$ cat src/rtl/uart_pkg.sv
// Shared types and helpers for the UART receiver: FSM state encoding,
// parity-mode constants, baud-divider calculation and the 3-sample vote.
package uart_pkg;

    typedef enum logic [2:0] {
        ST_IDLE   = 3'd0,
        ST_START  = 3'd1,
        ST_DATA   = 3'd2,
        ST_PARITY = 3'd3,
        ST_STOP   = 3'd4
    } rx_state_t;

    localparam int PAR_NONE = 0;
    localparam int PAR_ODD  = 1;
    localparam int PAR_EVEN = 2;

    function automatic int calc_bps_cnt(input int clk_fre, input int bps);
        return clk_fre / bps;
    endfunction

    function automatic logic majority3(input logic a, input logic b, input logic c);
        return (a & b) | (a & c) | (b & c);
    endfunction

endpackage

$ cat src/rtl/uart_rx_fifo.sv
// Small synchronous output FIFO for the UART receiver (used when UART_RX_FIFO_EN
// is defined); a push into a full FIFO is accepted only alongside a pop.
module uart_rx_fifo #(
    parameter int WIDTH = 10,
    parameter int DEPTH = 4
) (
    input  logic             sys_clk,
    input  logic             sys_rst,
    input  logic             push,
    input  logic [WIDTH-1:0] push_data,
    input  logic             pop,
    output logic [WIDTH-1:0] rd_data,
    output logic             rd_valid,
    output logic             overrun
);

    localparam int AW = $clog2(DEPTH);
    localparam int CW = AW + 1;

    logic [WIDTH-1:0] mem_r [DEPTH];
    logic [AW-1:0]    wr_ptr_r;
    logic [AW-1:0]    rd_ptr_r;
    logic [CW-1:0]    count_r;
    logic             pop_s;
    logic             push_ok_s;

    assign rd_valid  = (count_r != CW'(0));
    assign pop_s     = pop && rd_valid;
    assign push_ok_s = push && ((count_r != CW'(DEPTH)) || pop_s);
    assign rd_data   = mem_r[rd_ptr_r];

    // Pointer, occupancy, storage and overrun-pulse update.
    always_ff @(posedge sys_clk) begin
        if (sys_rst) begin
            wr_ptr_r <= '0;
            rd_ptr_r <= '0;
            count_r  <= '0;
            overrun  <= 1'b0;
            for (int i = 0; i < DEPTH; i++) begin
                mem_r[i] <= '0;
            end
        end else begin
            overrun <= push && !push_ok_s;
            if (push_ok_s) begin
                mem_r[wr_ptr_r] <= push_data;
                wr_ptr_r        <= wr_ptr_r + AW'(1);
            end
            if (pop_s) begin
                rd_ptr_r <= rd_ptr_r + AW'(1);
            end
            count_r <= count_r + CW'(push_ok_s) - CW'(pop_s);
        end
    end

endmodule

$ cat src/rtl/uart_rx_ex.sv
// UART receiver with majority-vote sampling, optional parity and 1/2 stop bits.
// Define UART_RX_FIFO_EN to buffer words in a FIFO instead of a single holding register.
module uart_rx_ex
    import uart_pkg::*;
#(
    parameter int CLK_FRE    = 50_000_000,
    parameter int BPS        = 115200,
    parameter int DATA_BITS  = 8,
    parameter int PARITY     = 0,
    parameter int STOP_BITS  = 1,
    parameter int FIFO_DEPTH = 4
) (
    input  logic                 sys_clk,
    input  logic                 sys_rst,
    input  logic                 uart_rxd,
    output logic [DATA_BITS-1:0] rx_data,
    output logic                 rx_valid,
    input  logic                 rx_ready,
    output logic                 rx_parity_err,
    output logic                 rx_frame_err,
    output logic                 rx_overrun
);

    localparam int BPS_CNT = calc_bps_cnt(CLK_FRE, BPS);
    localparam int MID     = BPS_CNT / 2;
    localparam int CW      = $clog2(BPS_CNT);

    if (DATA_BITS < 5 || DATA_BITS > 9 || STOP_BITS < 1 || STOP_BITS > 2 ||
        PARITY < PAR_NONE || PARITY > PAR_EVEN || (FIFO_DEPTH & (FIFO_DEPTH - 1)) != 0) begin : g_bad_cfg
        $error("uart_rx_ex: illegal parameter combination");
    end

    rx_state_t            state_r;
    logic                 rxd_meta_r;
    logic                 rxd_sync_r;
    logic                 rxd_prev_r;
    logic [CW-1:0]        clk_cnt_r;
    logic [3:0]           bit_cnt_r;
    logic [1:0]           samp_r;
    logic [DATA_BITS-1:0] shift_r;
    logic                 par_err_r;
    logic                 frm_err_r;
    logic                 done_r;
    logic                 sample_s;
    logic                 bit_end_s;
    logic                 maj_s;

    assign sample_s  = (clk_cnt_r == CW'(MID + 1));
    assign bit_end_s = (clk_cnt_r == CW'(BPS_CNT - 1));
    assign maj_s     = majority3(samp_r[0], samp_r[1], rxd_sync_r);

    // Synchroniser, bit timing and frame FSM; done_r marks a completed frame.
    always_ff @(posedge sys_clk) begin
        if (sys_rst) begin
            state_r    <= ST_IDLE;
            rxd_meta_r <= 1'b1;
            rxd_sync_r <= 1'b1;
            rxd_prev_r <= 1'b1;
            clk_cnt_r  <= '0;
            bit_cnt_r  <= 4'd0;
            samp_r     <= 2'b11;
            shift_r    <= '0;
            par_err_r  <= 1'b0;
            frm_err_r  <= 1'b0;
            done_r     <= 1'b0;
        end else begin
            rxd_meta_r <= uart_rxd;
            rxd_sync_r <= rxd_meta_r;
            rxd_prev_r <= rxd_sync_r;
            done_r     <= 1'b0;
            if (state_r != ST_IDLE) begin
                clk_cnt_r <= bit_end_s ? CW'(0) : clk_cnt_r + CW'(1);
                if (clk_cnt_r == CW'(MID - 1)) samp_r[0] <= rxd_sync_r;
                if (clk_cnt_r == CW'(MID))     samp_r[1] <= rxd_sync_r;
            end
            case (state_r)
                ST_IDLE: begin
                    clk_cnt_r <= '0;
                    bit_cnt_r <= 4'd0;
                    // Only a fresh 1->0 edge starts a frame, so a held-low break is ignored.
                    if (rxd_prev_r && !rxd_sync_r) begin
                        state_r   <= ST_START;
                        par_err_r <= 1'b0;
                        frm_err_r <= 1'b0;
                    end
                end
                ST_START: begin
                    if (sample_s && maj_s) begin
                        state_r <= ST_IDLE;
                    end else if (bit_end_s) begin
                        state_r <= ST_DATA;
                    end
                end
                ST_DATA: begin
                    if (sample_s) shift_r <= {maj_s, shift_r[DATA_BITS-1:1]};
                    if (bit_end_s) begin
                        if (bit_cnt_r == 4'(DATA_BITS - 1)) begin
                            bit_cnt_r <= 4'd0;
                            state_r   <= (PARITY == PAR_NONE) ? ST_STOP : ST_PARITY;
                        end else begin
                            bit_cnt_r <= bit_cnt_r + 4'd1;
                        end
                    end
                end
                ST_PARITY: begin
                    if (sample_s) begin
                        par_err_r <= (PARITY == PAR_ODD) ? ~(^shift_r ^ maj_s) : (^shift_r ^ maj_s);
                    end
                    if (bit_end_s) state_r <= ST_STOP;
                end
                ST_STOP: begin
                    if (sample_s) begin
                        if (!maj_s) frm_err_r <= 1'b1;
                        if (bit_cnt_r == 4'(STOP_BITS - 1)) begin
                            state_r <= ST_IDLE;
                            done_r  <= 1'b1;
                        end
                    end
                    if (bit_end_s) bit_cnt_r <= bit_cnt_r + 4'd1;
                end
                default: begin
                    state_r <= ST_IDLE;
                end
            endcase
        end
    end

`ifdef UART_RX_FIFO_EN
    logic [DATA_BITS+1:0] head_s;

    uart_rx_fifo #(
        .WIDTH (DATA_BITS + 2),
        .DEPTH (FIFO_DEPTH)
    ) u_fifo (
        .sys_clk   (sys_clk),
        .sys_rst   (sys_rst),
        .push      (done_r),
        .push_data ({par_err_r, frm_err_r, shift_r}),
        .pop       (rx_valid && rx_ready),
        .rd_data   (head_s),
        .rd_valid  (rx_valid),
        .overrun   (rx_overrun)
    );

    assign rx_data       = head_s[DATA_BITS-1:0];
    assign rx_frame_err  = head_s[DATA_BITS];
    assign rx_parity_err = head_s[DATA_BITS+1];
`else
    // Single holding register: a word completing while one is still pending is dropped.
    always_ff @(posedge sys_clk) begin
        if (sys_rst) begin
            rx_data       <= '0;
            rx_valid      <= 1'b0;
            rx_parity_err <= 1'b0;
            rx_frame_err  <= 1'b0;
            rx_overrun    <= 1'b0;
        end else begin
            rx_overrun <= 1'b0;
            if (rx_valid && rx_ready) rx_valid <= 1'b0;
            if (done_r) begin
                if (!rx_valid || rx_ready) begin
                    rx_data       <= shift_r;
                    rx_parity_err <= par_err_r;
                    rx_frame_err  <= frm_err_r;
                    rx_valid      <= 1'b1;
                end else begin
                    rx_overrun <= 1'b1;
                end
            end
        end
    end
`endif

endmodule

$ cat config.mk
export PLATFORM = sky130hd
export DESIGN_NAME = uart_rx_ex
export DESIGN_NICKNAME = d
export VERILOG_FILES = /design/src/rtl/uart_pkg.sv /design/src/rtl/uart_rx_fifo.sv /design/src/rtl/uart_rx_ex.sv
export SDC_FILE = /design/constraint.sdc
export NUM_CORES = 1
export LEC_CHECK = 0
export ABC_AREA = 1
export BUFFER_PORTS_ARGS = -buffer_cell sky130_fd_sc_hd__buf_2
export CAP_MARGIN = 20
export CELL_PAD_IN_SITES_DETAIL_PLACEMENT = 1
export CELL_PAD_IN_SITES_GLOBAL_PLACEMENT = 1
export CORE_MARGIN = 8
export CORE_UTILIZATION = 23
export CTS_CLUSTER_DIAMETER = 30
export DETAILED_ROUTE_END_ITERATION = 6
export GPL_TIMING_DRIVEN = 1
export PLACE_DENSITY_LB_ADDON = 0.1
export SLEW_MARGIN = 20
export SYNTH_ARGS = -nofsm -noshare
export SYNTH_HDL_FRONTEND = slang
export SYNTH_SLANG_ARGS = --single-unit
$ cat constraint.sdc
create_clock -name sys_clk -period 1.55 [get_ports sys_clk]
set_input_delay 0.155 -clock sys_clk [delete_from_list [all_inputs] [get_ports sys_clk]]
set_output_delay 0.155 -clock sys_clk [all_outputs]
set_load 0.02 [all_outputs]
==> summary by stage <==
Status
The flow ran to the end, and the final reports show no timing, DRC or antenna violations.

Setup path
The largest single stage delay on the critical path is about 0.38 ns. The critical path endpoint category is a flip-flop. The worst reg2reg path startpoint is clk_cnt_r[0]$_SDFFE_PP0P_.

The largest individual stage delay along the critical path comes from the cell dfxtp_4. The worst-path maximum fanout is 11. Measured in cells, the most critical reg-to-reg path has a length of 8. The arrival time of the worst setup path is 1.62 ns. In this run the number of cells on the critical path is 8.

In this run the critical register-to-register path is captured at shift_r[1]$_SDFFE_PP0P_. The number of buffer and inverter stages on the critical path is 2. Setup slack on the worst reg-to-reg path comes out at approximately 0.12 ns. In this design, the largest share of critical-path delay is due to simple AND/OR/NAND/NOR gates.

The kind of start point of the critical path is a flip-flop. The signal on the critical path passes through inv_2, ha_2, nand3_2, nor2_4, nand2_2, buf_6, o21ai_1, a21oi_1. For the worst setup path, the data required time is roughly 1.8 ns. The setup path with the least slack is of type flip-flop to flip-flop.

Synth
The number of synthesized register bits is between 40 and 50. The dominant combinational cell family by area after synthesis is simple AND/OR/NAND/NOR gates. The post-synthesis net count is about 320. The share of the Yosys chip area taken by registers is between 40% and 50%. The cell area after synthesis is 0.002122 sq mm.

Multiplexer cells account for 0% of the synthesized area. The cell count after synthesis came out at 305. The synthesized netlist devotes between 30% and 40% of its cell area to simple gates.

In this run the mean area of a mapped cell was 6.957 sq um. The fraction of the mapped netlist area in compound gates is 12.68%. The xor/xnor cell area share of the yosys netlist is approximately 2.5%. Summing the areas of all fa, ha and maj instances in the mapped netlist gives approximately 3.5% of the synthesized area. The distinct cell type count after synthesis is 32. During synthesis, Yosys emitted a total of 0 warnings.

Routing
The iteration count of the initial detailed-routing pass is 4. Dividing the detail-routed via count by the number of cells gives approximately 4.3. After detailed routing, the average wire length per cell comes to ~12 um. After the first detailed-routing iteration, the DRC count stood at 46. In this run the remaining antenna-violating nets after routing total 0.

Summed over all layers, the routed wires come to ~5400 um. The number of remaining DRC errors is 0. The total via count in the routed design is between 1,500 and 2,000.

Hold path
The depth of the worst hold-timing path is 2. The worst hold path class is input port to flip-flop. The critical hold path startpoint is uart_rxd. The path with the worst hold slack has its endpoint at rxd_meta_r$_SDFF_PP1_.

Floorplanning
The effective utilization at floorplan is around a quarter. The die area is about 0.013 sq mm. The floorplan has 35 rows. The floorplan die width is roughly 110 um. During I/O placement, the number of pins put on the boundary was 16.

The area of the core is a little over 0.009 sq mm. The die height is roughly 110 um.

Clock network
The later pin in the worst-skew pair is clocked with a latency of 0.30 ns. The H-tree was split into 2 levels. The clock-pin slew of the registers on the worst-case setup and hold paths is ~0.090 ns. Hold repair after CTS inserted 0 buffers. The root cell of the clock tree is clkbuf_8. The maximum count of clock buffers along a single path is 2.

The TritonCTS clock tree is done. Buffers inserted during clock tree synthesis total 5. The number of clock sinks is between 40 and 50.

Layout
From synthesis to final layout, the design area changed by 22.46%. The net count of the finished layout is about 350. The number of inserted diodes is 0. The share of post-route cells with drive strength above 1 is between 20% and 30%.

Global routing
For this run, the total global-route usage over all layers was measured as about a tenth. The global route total overflow is 0. The met2 global-route usage is between 10% and 20%. The largest net degree at the start of global routing is 26. The layer flagged by global routing as most heavily used is met2. The met1 track demand over resource in global routing is about an eighth.

The initial antenna violation count came to 0. The number of global-route vias before repair is 2,032. The met3 usage is 2.254%. The wire length of the first global-routing pass is ~9700 um.

STA
The number of max-slew violations in the final report is 0. Hold is met by between 0.03 and 0.04 ns. The total setup violations reported at the end of the flow is 0. The clock skew is around 0.0054 ns. The smallest clock period supported by the final layout is computed as 1.427 ns. The slew at the pin closest to its max-slew limit is approximately 0.36 ns. Setup repair after global routing could not meet its margin everywhere. The count of final hold-check violations came to 0. In the final timing run, aggregate negative setup slack is 0 ns. The final critical path takes up between 90% and 100% of the cycle. Static timing analysis puts the maximum clock frequency at roughly 700 MHz.

In this run the tightest slew margin relative to its limit is 75.86%.

Place
The final weighted congestion of routability-driven global placement is 0.7727. Buffers placed on the I/O ports in this run total 15. The HPWL after detailed placement is roughly 4300 um.

Pwr
For this design the static power due to leakage is approximately 1.2 nW. The power per standard cell area is approximately 1100 mW/mm^2. The worst-case IR drop observed on VDD is around 0.38 mV.

Flow run
Max-cap violations in this run came to 0.
==> stage by stage <==
stage                     instance area, sq um  utilization, %  power (mW)  worst slack (ns)  instances
after global routing                      2599           28.53       3.043          -0.07439        450
final                                     2599           28.53       2.816            0.1232        450
after CTS                                 2531           27.79       2.838           0.02082        449
after floorplan                           2122               -       1.756            0.2197        305
after detailed placement                  2429           26.66       2.014          -0.04415        441
after global placement                    2429           26.66       2.014           0.01562        441
==> power breakdown <==
group          switching [mW]  total [mW]  leakage (nW)  internal (mW)
Clock                   0.425       0.787        0.0434          0.362
Sequential             0.0524        1.25         0.358           1.20
Combinational           0.480       0.780         0.786          0.300
Total                   0.958        2.82          1.19           1.86
==> Yosys cell counts (all sizes together) <==
cell type	instances	share of area, %
clkinv	1	0.18
nor3b	1	0.35
o2111ai	1	0.41
nand3	14	3.5
nor2	57	11
o211ai	3	1.1
xnor2	2	0.83
a31oi	1	0.29
buf	2	0.41
a21oi	18	4.2
nor3	5	1.4
nand4	6	2.1
dfxtp	44	42
xor2	4	1.7
nand2	63	12
inv	44	7.8
clkbuf	3	0.53
o21ai	26	6.3
nor4	1	0.29
or2	2	0.59
a211oi	1	0.35
ha	6	3.5
==> what timing repair did <==
action                                  CTS  global route
endpoints found under the hold margin     0             0
setup buffers                             0             1
endpoints found under the setup margin    5            23
gates resized for setup                   2            19
gates cloned                              0             0
pin swaps                                 1             4
==> layer usage <==
| metal | up-vias | part of all wire [%] |
|---|---|---|
| met5 | - | 0 |
| met4 | 0 | 1.3 |
| met3 | 7 | 3.0 |
| met2 | 18 | 44 |
| met1 | 858 | 52 |
| li1 | 1031 | - |
==> flip-flops by register name (all words and copies together) (netlist names) <==
register	flops
clk_cnt_r	9
par_err_r	1
rx_valid	1
shift_r	8
rx_frame_err	1
rx_data	8
rx_overrun	1
bit_cnt_r	4
done_r	1
state_r	3
rx_parity_err	1
rxd_meta_r	1
frm_err_r	1
samp_r	2
rxd_prev_r	1
rxd_sync_r	1
==> how the worst max path moves through the flow <==
stage / from / endpoint / slack, ns
2_1_floorplan: clk_cnt_r[0]$_SDFFE_PP0P_ / bit_cnt_r[0]$_SDFFE_PP0P_ / 0.22
3_3_place_gp: clk_cnt_r[0]$_SDFFE_PP0P_ / bit_cnt_r[1]$_SDFFE_PP0P_ / 0.02
3_5_place_dp: clk_cnt_r[0]$_SDFFE_PP0P_ / bit_cnt_r[3]$_SDFFE_PP0P_ / -0.04
4_1_cts: clk_cnt_r[1]$_SDFFE_PP0P_ / state_r[1]$_SDFFE_PP0P_ / 0.02
5_1_grt: clk_cnt_r[2]$_SDFFE_PP0P_ / state_r[1]$_SDFFE_PP0P_ / -0.07
6_report: clk_cnt_r[0]$_SDFFE_PP0P_ / shift_r[1]$_SDFFE_PP0P_ / 0.12
==> placed cells by master, fill, tap and decap left out, types with 4 or more instances in the layout <==
cell,netlist,layout
a21oi_1,18,18
buf_2,1,15
buf_4,0,15
clkbuf_8,0,6
dfxtp_1,44,41
ha_1,6,4
inv_1,38,36
inv_2,6,8
nand2_1,59,57
nand2_2,4,6
nand3_1,13,10
nand3_2,1,4
nand4_1,5,5
nor2_1,51,49
nor2_2,5,6
nor3_1,4,4
o21ai_0,13,12
o21ai_1,12,12
xor2_1,4,4
==> kinds of logic (layout without fill, tap and decap cells) <==
group                    count (synthesis)  after routing
AO/OA/AOI/OAI                           50             50
XOR/XNOR                                 6              6
adder cells (fa/ha/maj)                  6              6
buffers and inverters                   50             84
flip-flops                              44             44
AND/OR/NAND/NOR                        149            149
==> final cells by class <==
cell class	instances	area (sq um)
tap	111	138.9
sequential	44	887.1
fill	1138	6510
clock inverter	2	15.01
multi-input combinational	211	1107
timing repair buffer	31	198.9
clock buffer	6	82.58
inverter	45	168.9
Note: power is estimated with default switching activity, not from simulation.
